**config.mk**
```make
export PLATFORM = sky130hd
export DESIGN_NAME = iq_fir_filter
export DESIGN_NICKNAME = d
export VERILOG_FILES = /design/src/rtl/iq_filter_pkg.sv /design/src/rtl/iq_fir_mac.sv /design/src/rtl/iq_fir_filter.sv
export SDC_FILE = /design/constraint.sdc
export NUM_CORES = 1
export LEC_CHECK = 0
export ABC_AREA = 1
export CAP_MARGIN = 40
export CORE_MARGIN = 2
export CORE_UTILIZATION = 30
export DETAILED_ROUTE_END_ITERATION = 10
export PLACE_DENSITY = 0.45
export SKIP_CTS_REPAIR_TIMING = 1
export SLEW_MARGIN = 10
export SYNTH_ARGS = -nofsm -noshare
export SYNTH_HDL_FRONTEND = slang
export SYNTH_HIERARCHICAL = 1
export SYNTH_SLANG_ARGS = --single-unit
```
**constraint.sdc**
```tcl
create_clock -name clk -period 31.7 [get_ports clk]
set_input_delay 6.34 -clock clk [delete_from_list [all_inputs] [get_ports clk]]
set_output_delay 6.34 -clock clk [all_outputs]
set_load 0.1 [all_outputs]
```
**src/rtl/iq_filter_pkg.sv**
```systemverilog
// Shared types and helpers for the multi-channel IQ FIR filter: FSM states,
// default low-pass taps and the shift/saturate step applied to each result.
package iq_filter_pkg;

  typedef enum logic [1:0] {IDLE, MAC, OUT} state_e;

  localparam int N_DEFAULT = 16;
  // Symmetric low-pass taps, sum = 128, so a SHIFT of 7 gives unity DC gain.
  localparam int COEF_DEFAULT [N_DEFAULT] = '{1, 2, 3, 5, 8, 11, 14, 20,
                                              20, 14, 11, 8, 5, 3, 2, 1};

  function automatic int coef_default(input int i);
    int r;
    r = 0;
    if (i >= 0 && i < N_DEFAULT) r = COEF_DEFAULT[i[3:0]];
    return r;
  endfunction

  function automatic logic signed [63:0] sat_shift(input logic signed [63:0] acc,
                                                   input int shift, input int dw);
    logic signed [63:0] s, hi, lo, r;
    s  = acc >>> shift;
    hi = (64'sd1 <<< (dw - 1)) - 64'sd1;
    lo = -(64'sd1 <<< (dw - 1));
    if (s > hi)      r = hi;
    else if (s < lo) r = lo;
    else             r = s;
    return r;
  endfunction

endpackage

```
**src/rtl/iq_fir_mac.sv**
```systemverilog
// Two-stage signed MAC: the product is registered, then added into the
// accumulator; the accumulator clears after the last term of each channel.
module iq_fir_mac #(
  parameter int DATA_W = 5,
  parameter int COEF_W = 8,
  parameter int ACC_W  = 17
) (
  input  logic                     clk,
  input  logic                     reset,
  input  logic                     clr,
  input  logic                     in_vld,
  input  logic                     in_last,
  input  logic signed [DATA_W-1:0] x,
  input  logic signed [COEF_W-1:0] c,
  output logic                     out_last,
  output logic signed [ACC_W-1:0]  sum
);

  logic signed [DATA_W+COEF_W-1:0] prod_q, prod_d;
  logic signed [ACC_W-1:0]         acc_q, acc_d;
  logic                            vld_q, vld_d, last_q, last_d;

  always_comb begin
    prod_d = x * c;
    vld_d  = in_vld;
    last_d = in_vld & in_last;
    sum    = acc_q + ACC_W'(prod_q);
    acc_d  = acc_q;
    if (clr)        acc_d = '0;
    else if (vld_q) acc_d = last_q ? '0 : sum;
    out_last = vld_q & last_q;
  end

  always_ff @(posedge clk or posedge reset) begin
    if (reset) begin
      prod_q <= '0;
      acc_q  <= '0;
      vld_q  <= 1'b0;
      last_q <= 1'b0;
    end else begin
      prod_q <= prod_d;
      acc_q  <= acc_d;
      vld_q  <= vld_d;
      last_q <= last_d;
    end
  end

endmodule

```
**src/rtl/iq_fir_filter.sv**
```systemverilog
// Multi-channel FIR low-pass: per-channel delay lines, one shared reloadable
// coefficient set and a single time-multiplexed MAC, with valid/ready output.
module iq_fir_filter
  import iq_filter_pkg::*;
#(
  parameter int DATA_W = 5,
  parameter int COEF_W = 8,
  parameter int N_TAPS = 16,
  parameter int N_CH   = 2,
  parameter int SHIFT  = 7
) (
  input  logic                      clk,
  input  logic                      reset,
  input  logic [N_CH*DATA_W-1:0]    data_in,
  input  logic                      in_valid,
  output logic                      in_ready,
  output logic [N_CH*DATA_W-1:0]    data_out,
  output logic                      out_valid,
  input  logic                      out_ready,
  input  logic                      coef_we,
  input  logic [$clog2(N_TAPS)-1:0] coef_addr,
  input  logic [COEF_W-1:0]         coef_data,
  output logic                      busy
);

  localparam int TW    = $clog2(N_TAPS);
  localparam int CW    = (N_CH > 1) ? $clog2(N_CH) : 1;
  localparam int ACC_W = DATA_W + COEF_W + TW;

  function automatic logic [N_TAPS-1:0][COEF_W-1:0] coef_rst();
    logic [N_TAPS-1:0][COEF_W-1:0] r;
    for (int i = 0; i < N_TAPS; i++) r[i] = COEF_W'(coef_default(i));
    return r;
  endfunction

  localparam logic [N_TAPS-1:0][COEF_W-1:0] COEF_RST = coef_rst();

  state_e                                 state_q, state_d;
  logic [N_CH-1:0][N_TAPS-1:0][DATA_W-1:0] dl_q, dl_d;
  logic [N_TAPS-1:0][COEF_W-1:0]          coef_q, coef_d;
  logic [N_CH-1:0][DATA_W-1:0]            dout_q, dout_d;
  logic [TW-1:0]                          tap_q, tap_d;
  logic [CW-1:0]                          ch_q, ch_d, res_ch_q, res_ch_d;
  logic                                   issue_done_q, issue_done_d;

  logic                     accept, issue, issue_last, coef_wr, mac_last;
  logic signed [ACC_W-1:0]  mac_sum;
  logic signed [DATA_W-1:0] res;

  assign accept     = (state_q == IDLE) && in_valid;
  assign issue      = (state_q == MAC) && !issue_done_q;
  assign issue_last = issue && (tap_q == TW'(N_TAPS - 1));
  // A sample arriving in the same cycle takes priority over a write.
  assign coef_wr    = (state_q == IDLE) && coef_we && !in_valid &&
                      ({1'b0, coef_addr} < (TW + 1)'(N_TAPS));

  iq_fir_mac #(.DATA_W(DATA_W), .COEF_W(COEF_W), .ACC_W(ACC_W)) u_mac (
    .clk      (clk),
    .reset    (reset),
    .clr      (accept),
    .in_vld   (issue),
    .in_last  (issue_last),
    .x        ($signed(dl_q[ch_q][tap_q])),
    .c        ($signed(coef_q[tap_q])),
    .out_last (mac_last),
    .sum      (mac_sum)
  );

  assign res = DATA_W'(sat_shift(64'(mac_sum), SHIFT, DATA_W));

  always_comb begin
    state_d      = state_q;
    dl_d         = dl_q;
    coef_d       = coef_q;
    dout_d       = dout_q;
    tap_d        = tap_q;
    ch_d         = ch_q;
    res_ch_d     = res_ch_q;
    issue_done_d = issue_done_q;
    unique case (state_q)
      IDLE: begin
        if (in_valid) begin
          for (int c = 0; c < N_CH; c++)
            dl_d[c] = {dl_q[c][N_TAPS-2:0], data_in[c*DATA_W +: DATA_W]};
          tap_d        = '0;
          ch_d         = '0;
          res_ch_d     = '0;
          issue_done_d = 1'b0;
          state_d      = MAC;
        end else if (coef_wr) begin
          coef_d[coef_addr] = coef_data;
        end
      end
      MAC: begin
        // Issue side walks taps/channels; result side trails by the MAC pipe.
        if (issue) begin
          if (issue_last) begin
            tap_d = '0;
            if (ch_q == CW'(N_CH - 1)) issue_done_d = 1'b1;
            else                       ch_d = ch_q + 1'b1;
          end else begin
            tap_d = tap_q + 1'b1;
          end
        end
        if (mac_last) begin
          dout_d[res_ch_q] = res;
          if (res_ch_q == CW'(N_CH - 1)) state_d = OUT;
          else                           res_ch_d = res_ch_q + 1'b1;
        end
      end
      OUT: begin
        if (out_ready) state_d = IDLE;
      end
      default: state_d = IDLE;
    endcase
  end

  always_ff @(posedge clk or posedge reset) begin
    if (reset) begin
      state_q      <= IDLE;
      dl_q         <= '0;
      coef_q       <= COEF_RST;
      dout_q       <= '0;
      tap_q        <= '0;
      ch_q         <= '0;
      res_ch_q     <= '0;
      issue_done_q <= 1'b0;
    end else begin
      state_q      <= state_d;
      dl_q         <= dl_d;
      coef_q       <= coef_d;
      dout_q       <= dout_d;
      tap_q        <= tap_d;
      ch_q         <= ch_d;
      res_ch_q     <= res_ch_d;
      issue_done_q <= issue_done_d;
    end
  end

  assign in_ready  = (state_q == IDLE);
  assign out_valid = (state_q == OUT);
  assign busy      = (state_q != IDLE);
  assign data_out  = dout_q;

endmodule
```
==> summary.md, run 1 <==
| Metric | Value |
|---|---|
| Area Overhead vs Synth | 14.42% |
| # setup viols final | 0 |
| Slew margin rel. | 0.3682 |
| Share of cells above drive strength 1 | 0.06813 |
| TritonCTS clock tree | done |
| Pleak | around 11 nW |
| Hold path depth | 2 |
| First-pass GRT wire length | roughly 80 mm |
| Max cap viols | 0 |
| Clock root cell | clkbuf_16 |
| Worst-path clk slew | approximately 0.06 ns |
| Antenna violations before repair | 0 |
| Ant diodes | 0 |
| Die Span Y | around 250 um |
| 1st-pass router iterations | 5 |
| CP arrival | 9.08 ns |
| Setup TNS | 0 ns |
| CP max FO | a little under 70 |
| Routed Antenna Nets | 0 |
| Worst Max-Slew Pin Slew | ~0.95 ns |
| Worst VDD drop | 64.38 uV |
| Avg Cell Area, Syn | about 7.6 um^2 |
| CP Capture Type | flop |
| Top Ports | 40 |
| Clock skew | 0.01830 ns |
| Mapped cell area | about 18000 um^2 |
| Vias in the first global route | approximately 15k |
| DRT Wirelength | between 40 and 50 mm |
| Post-detail-place hpwl | about 30 mm |
| DR DRC count | 0 |
| Die width | 250.1 um |
| TritonCTS Buffers | 42 |
| H-tree levels | 2 |
| Util after Layout | 0.3458 |
| # rows | 90 |
| Port Buffer Count | 39 |
| Vias per inst | 4.608 |
| Vias | roughly 15k |
| Net Count, Synth | about 2.5k |
| Die area | between 60000 and 70000 um^2 |
| Worst EP required | 32.13 ns |
| Final-report max-slew violation count | 0 |
| Core Footprint | around 60000 um^2 |
| Wire length per cell | between 15 and 20 um |
| Crit path time final | ~8.7 ns |
| Pwr Density | roughly 110 nW/um^2 |
| Net count, final | around 2.5k |
| Clk sinks | ~340 |
| RSZ-0062 raised after global routing | no |
| Initial drt markers | approximately 850 |
| Outcome | complete, no violations |
| Total gr overflow | 0 |
| Max clock buf depth | 3 |
| Synthesized instance count | roughly 2.4k |
| RD Place Congestion | between 0.7 and 0.8 |
| Reg2reg path depth | 23 |
| Pin count of the biggest net entering global routing | 155 |
| Fmax | 115.5 MHz |
| GRT Resource Usage Total | 0.1582 |
| Initial Utilization | 0.3022 |
| Yosys warns | 6 |
| Hold WC Path Type | flop to flop |
| Final period util | 0.2730 |
| Final Hold Viols | 0 |
| Setup crit start kind | input pin |
| Clock Latency Late Sink | 0.57 ns |
| Setup CP Type | input pin to flop |
[worst max-delay path: stages]
cell	delay [ns]
clkdlybuf4s50_1	0.62
nand2_4	0.38
inv_4	0.68
buf_4	0.55
buf_12	0.33
o21ai_0	0.12
[sequential cells by signal, indices dropped and copies added (netlist names)]
register      cells
ch_q              1
coef_q          128
data_out         10
dl_q            160
issue_done_q      1
res_ch_q          1
state_q           2
tap_q             4
u_mac/acc_q      17
u_mac/last_q      1
u_mac/prod_q     13
u_mac/vld_q       1
[where the power goes]
part	total (W)	internal, W	switching, W
registers	0.000622	0.000537	0.0000857
clock network	0.000471	0.000281	0.000190
logic	0.00116	0.000413	0.000751
total	0.00226	0.00123	0.00103
[routing by layer]
metal | track usage | share of wire | up-vias
met3 | 0.01912 | 0.031 | 66
met4 | 0.04431 | 0.020 | 0
li1 | - | - | 7455
met5 | 0 | 0 | -
met1 | 0.2172 | 0.48 | 6979
met2 | 0.2629 | 0.46 | 195
[layout by cell type (no fill, tap or decap), types with 3 or more instances in the layout]
cell type	count
nand2_2	6
clkbuf_16	43
buf_16	4
inv_2	7
clkinv_1	9
clkinv_2	5
nand3b_1	5
dfrtp_1	306
inv_1	206
fa_1	27
nand3_1	177
a22o_1	3
xnor2_1	5
clkbuf_8	6
clkdlybuf4s50_1	39
buf_4	13
o21ai_0	161
xor2_1	11
buf_12	4
nand4_1	4
nor3_1	3
nor2_8	10
ha_1	38
a21oi_1	98
nor3_2	3
buf_8	11
nand2_1	991
clkbuf_1	16
o211ai_1	30
o21ai_1	4
dfstp_2	30
and2_1	8
nor2_1	94
[area by class of cell]
cell class                      instances  area (um^2)
Sequential cell                       339         8527
Clock inverter                         11        118.9
Inverter                              224        850.8
Tap cell                              782        978.4
Clock buffer                           65         1219
Fill cell                            6350        39340
Multi-Input combinational cell       1697         8258
Timing Repair Buffer                   71        843.3
[through the flow]
step           area (um^2)  power, W  setup WS, ns  hold slack [ns]  instances
6_report             20790  0.002257         23.05           0.4754       3189
5_1_grt              20790  0.002500         22.83           0.4942       3189
4_1_cts              20770  0.002298         23.01           0.4779       3188
3_5_place_dp         19430  0.001810         22.43           0.4647       3112
3_3_place_gp         19110  0.001785         22.29           0.4622       3094
2_1_floorplan        18170  0.001506         16.92           0.4478       2378
[final timing paths]
| path | slack [ns] | end | startpoint |
|---|---|---|---|
| worst max-delay path | 23.05 | dl_q[28] | in_valid |
| worst min-delay path | 0.48 | dl_q[158] | dl_q[158] |
| worst max register to register | 25.90 | u_mac/prod_q[12] | tap_q[0] |
| worst min register to register | 0.48 | dl_q[158] | dl_q[158] |
| max in group asynchronous | 23.93 | dl_q[78] | reset |
| min in group asynchronous | 6.34 | u_mac/acc_q[12] | reset |
(Power assumes the default switching activity.)
==> run 2: changes to the inputs <==
- clock period: 31.7 -> 8.05 ns (I/O delays scaled with it)
==> run 2 against run 1 <==
  * First-iteration DRC count grew 22%
  * Highest routed layer unchanged
  * Sequential power increased to 3.9 times the previous value
  * Count of clock-buffer cells in the layout grew 5
  * Sequential share of layout area shrank 0.11 points
  * Worst hold slack improved by 0.00070 ns
  * Combinational power rose to 4.1 times the previous value
  * Sequential cell count stayed put
==> summary.md, run 2 (synthesized netlist as in run 1, its figures left out) <==
| Metric | Value |
|---|---|
| Worst EP required | approximately 8.5 ns |
| GRT Resource Usage Total | 0.1619 |
| # setup viols final | 0 |
| Clock Latency Late Sink | 0.58 ns |
| Final Hold Viols | 0 |
| Pin count of the biggest net entering global routing | 169 |
| Final-report max-slew violation count | 0 |
| Area taken by multi-input logic gates | 8258 um^2 |
| Vias per inst | 4.633 |
| Vias in the first global route | 15.06k |
| RD Place Congestion | 0.8102 |
| Setup CP Type | flop to flop |
| Post-detail-place hpwl | 31.25 mm |
| Area Overhead vs Synth | 14.72% |
| CP max FO | 67 |
| # rows | 90 |
| Top Ports | 40 |
| Biggest regs | dl_q x160, coef_q x128, u_mac/acc_q x17 |
| Largest Register | dl_q |
| Clock skew | 0.01881 ns |
| Clk sinks | around 340 |
| Sequential cell area | 8527 um^2 |
| Fmax | roughly 170 MHz |
| Worst Max-Slew Pin Slew | a little over 1 ns |
| Total power | roughly 0.009 W |
| RSZ-0062 raised after global routing | no |
| Most frequent cells in the layout | nand2_1, dfrtp_1, inv_1, nand3_1, o21ai_0 |
| Share of cells above drive strength 1 | 0.06885 |
| Total gr overflow | 0 |
| Setup crit start kind | flop |
| Outcome | complete, no violations |
| Initial Utilization | 0.3022 |
| DRT Wirelength | ~50 mm |
| CP Capture Type | flop |
| TritonCTS Buffers | 43 |
| Vias | about 15k |
| Reg2reg setup slack | between 2 and 2.5 ns |
| Ant diodes | 0 |
| Initial drt markers | 1032 |
| Fillers | around 6.4k |
| Final period util | 0.7111 |
| Clock root cell | clkbuf_16 |
| Commonest non-fill, non-tap cell in the layout | nand2_1 |
| Hold WC Path Type | flop to flop |
| Net count, final | roughly 2.5k |
| Pwr Density | between 400 and 500 nW/um^2 |
| 1st-pass router iterations | 5 |
| Port Buffer Count | 39 |
| Antenna violations before repair | 0 |
| H-tree levels | 2 |
| Crit path time final | approximately 5.7 ns |
| Die area | about 63000 um^2 |
| Worst VDD drop | approximately 320 uV |
| DR DRC count | 0 |
| Slew margin rel. | 0.3208 |
| Max cap viols | 0 |
| Setup TNS | 0 ns |
| Worst-path clk slew | ~0.060 ns |
| Wire length per cell | 15.55 um |
| Routed Antenna Nets | 0 |
| Pleak | 10.84 nW |
| Max clock buf depth | 3 |
| First-pass GRT wire length | roughly 80 mm |
| CP arrival | between 6 and 7 ns |
| Die width | 250.1 um |
| Core Footprint | between 60000 and 70000 um^2 |
| Largest register FFs | 160 |
| Die Span Y | 250.1 um |
| TritonCTS clock tree | done |
run 2: layer usage:
layer  track usage  vias to the layer above  routed length (um)
li1              -                     7452                   -
met1        0.2219                     7073               24170
met2        0.2683                      200               22840
met3       0.02411                       68                1649
met4       0.04003                        0                 997
met5             0                        -                   0
run 2: worst paths after layout:
| path | from | to | cells past startpoint |
|---|---|---|---|
| worst max-delay path | tap_q[0] | u_mac/prod_q[8] | 21 |
| worst min-delay path | coef_q[58] | coef_q[58] | 2 |
| worst max register to register | tap_q[0] | u_mac/prod_q[8] | 21 |
| worst min register to register | coef_q[58] | coef_q[58] | 2 |
| max in group asynchronous | reset | coef_q[42] | 4 |
| min in group asynchronous | reset | state_q[1] | 2 |
run 2: final cells by class:
cell class / count / share of cell area
repair buffers: 73 / 0.04021
flip-flops and latches: 339 / 0.4090
well taps: 782 / 0.04693
clock buffers: 70 / 0.06079
clock inverters: 8 / 0.006361
multi-input cells: 1697 / 0.3961
inverters: 224 / 0.04063
run 2: power by group:
part | switching (W) | internal, W | total, W
sequential | 0.000292 | 0.00211 | 0.00241
combinational | 0.00307 | 0.00165 | 0.00472
clock | 0.000770 | 0.00114 | 0.00191
total | 0.00413 | 0.00491 | 0.00904
run 2: through the flow:
step / std cells / util / cell area (um^2) / setup WS [ns] / hold WS [ns]
after floorplan: 2378 / - / 18180 / 2.380 / 0.4478
after global placement: 3097 / 0.3184 / 19150 / 2.352 / 0.4607
after detailed placement: 3115 / 0.3234 / 19450 / 2.279 / 0.4648
after CTS: 3193 / 0.3467 / 20850 / 2.277 / 0.4773
after global routing: 3193 / 0.3467 / 20850 / 1.881 / 0.4943
final: 3193 / 0.3467 / 20850 / 2.325 / 0.4761
run 2: critical path, cell delays in order, from the launching register on:
cell and delay, ns:
dfrtp_4 0.76, inv_2 0.55, buf_4 0.55, nand3_1 0.15
nand3_1 0.12, nand2_1 0.07, nand2_1 0.06, nand2_1 0.07
nand2_1 0.06, nand2_1 0.16, inv_1 0.23, nor2_1 0.10
fa_1 0.51, fa_1 0.54, inv_1 0.06, fa_1 0.54
inv_1 0.04, ha_1 0.35, a21oi_1 0.19, nand2_1 0.13
a21oi_1 0.18, xor2_1 0.18
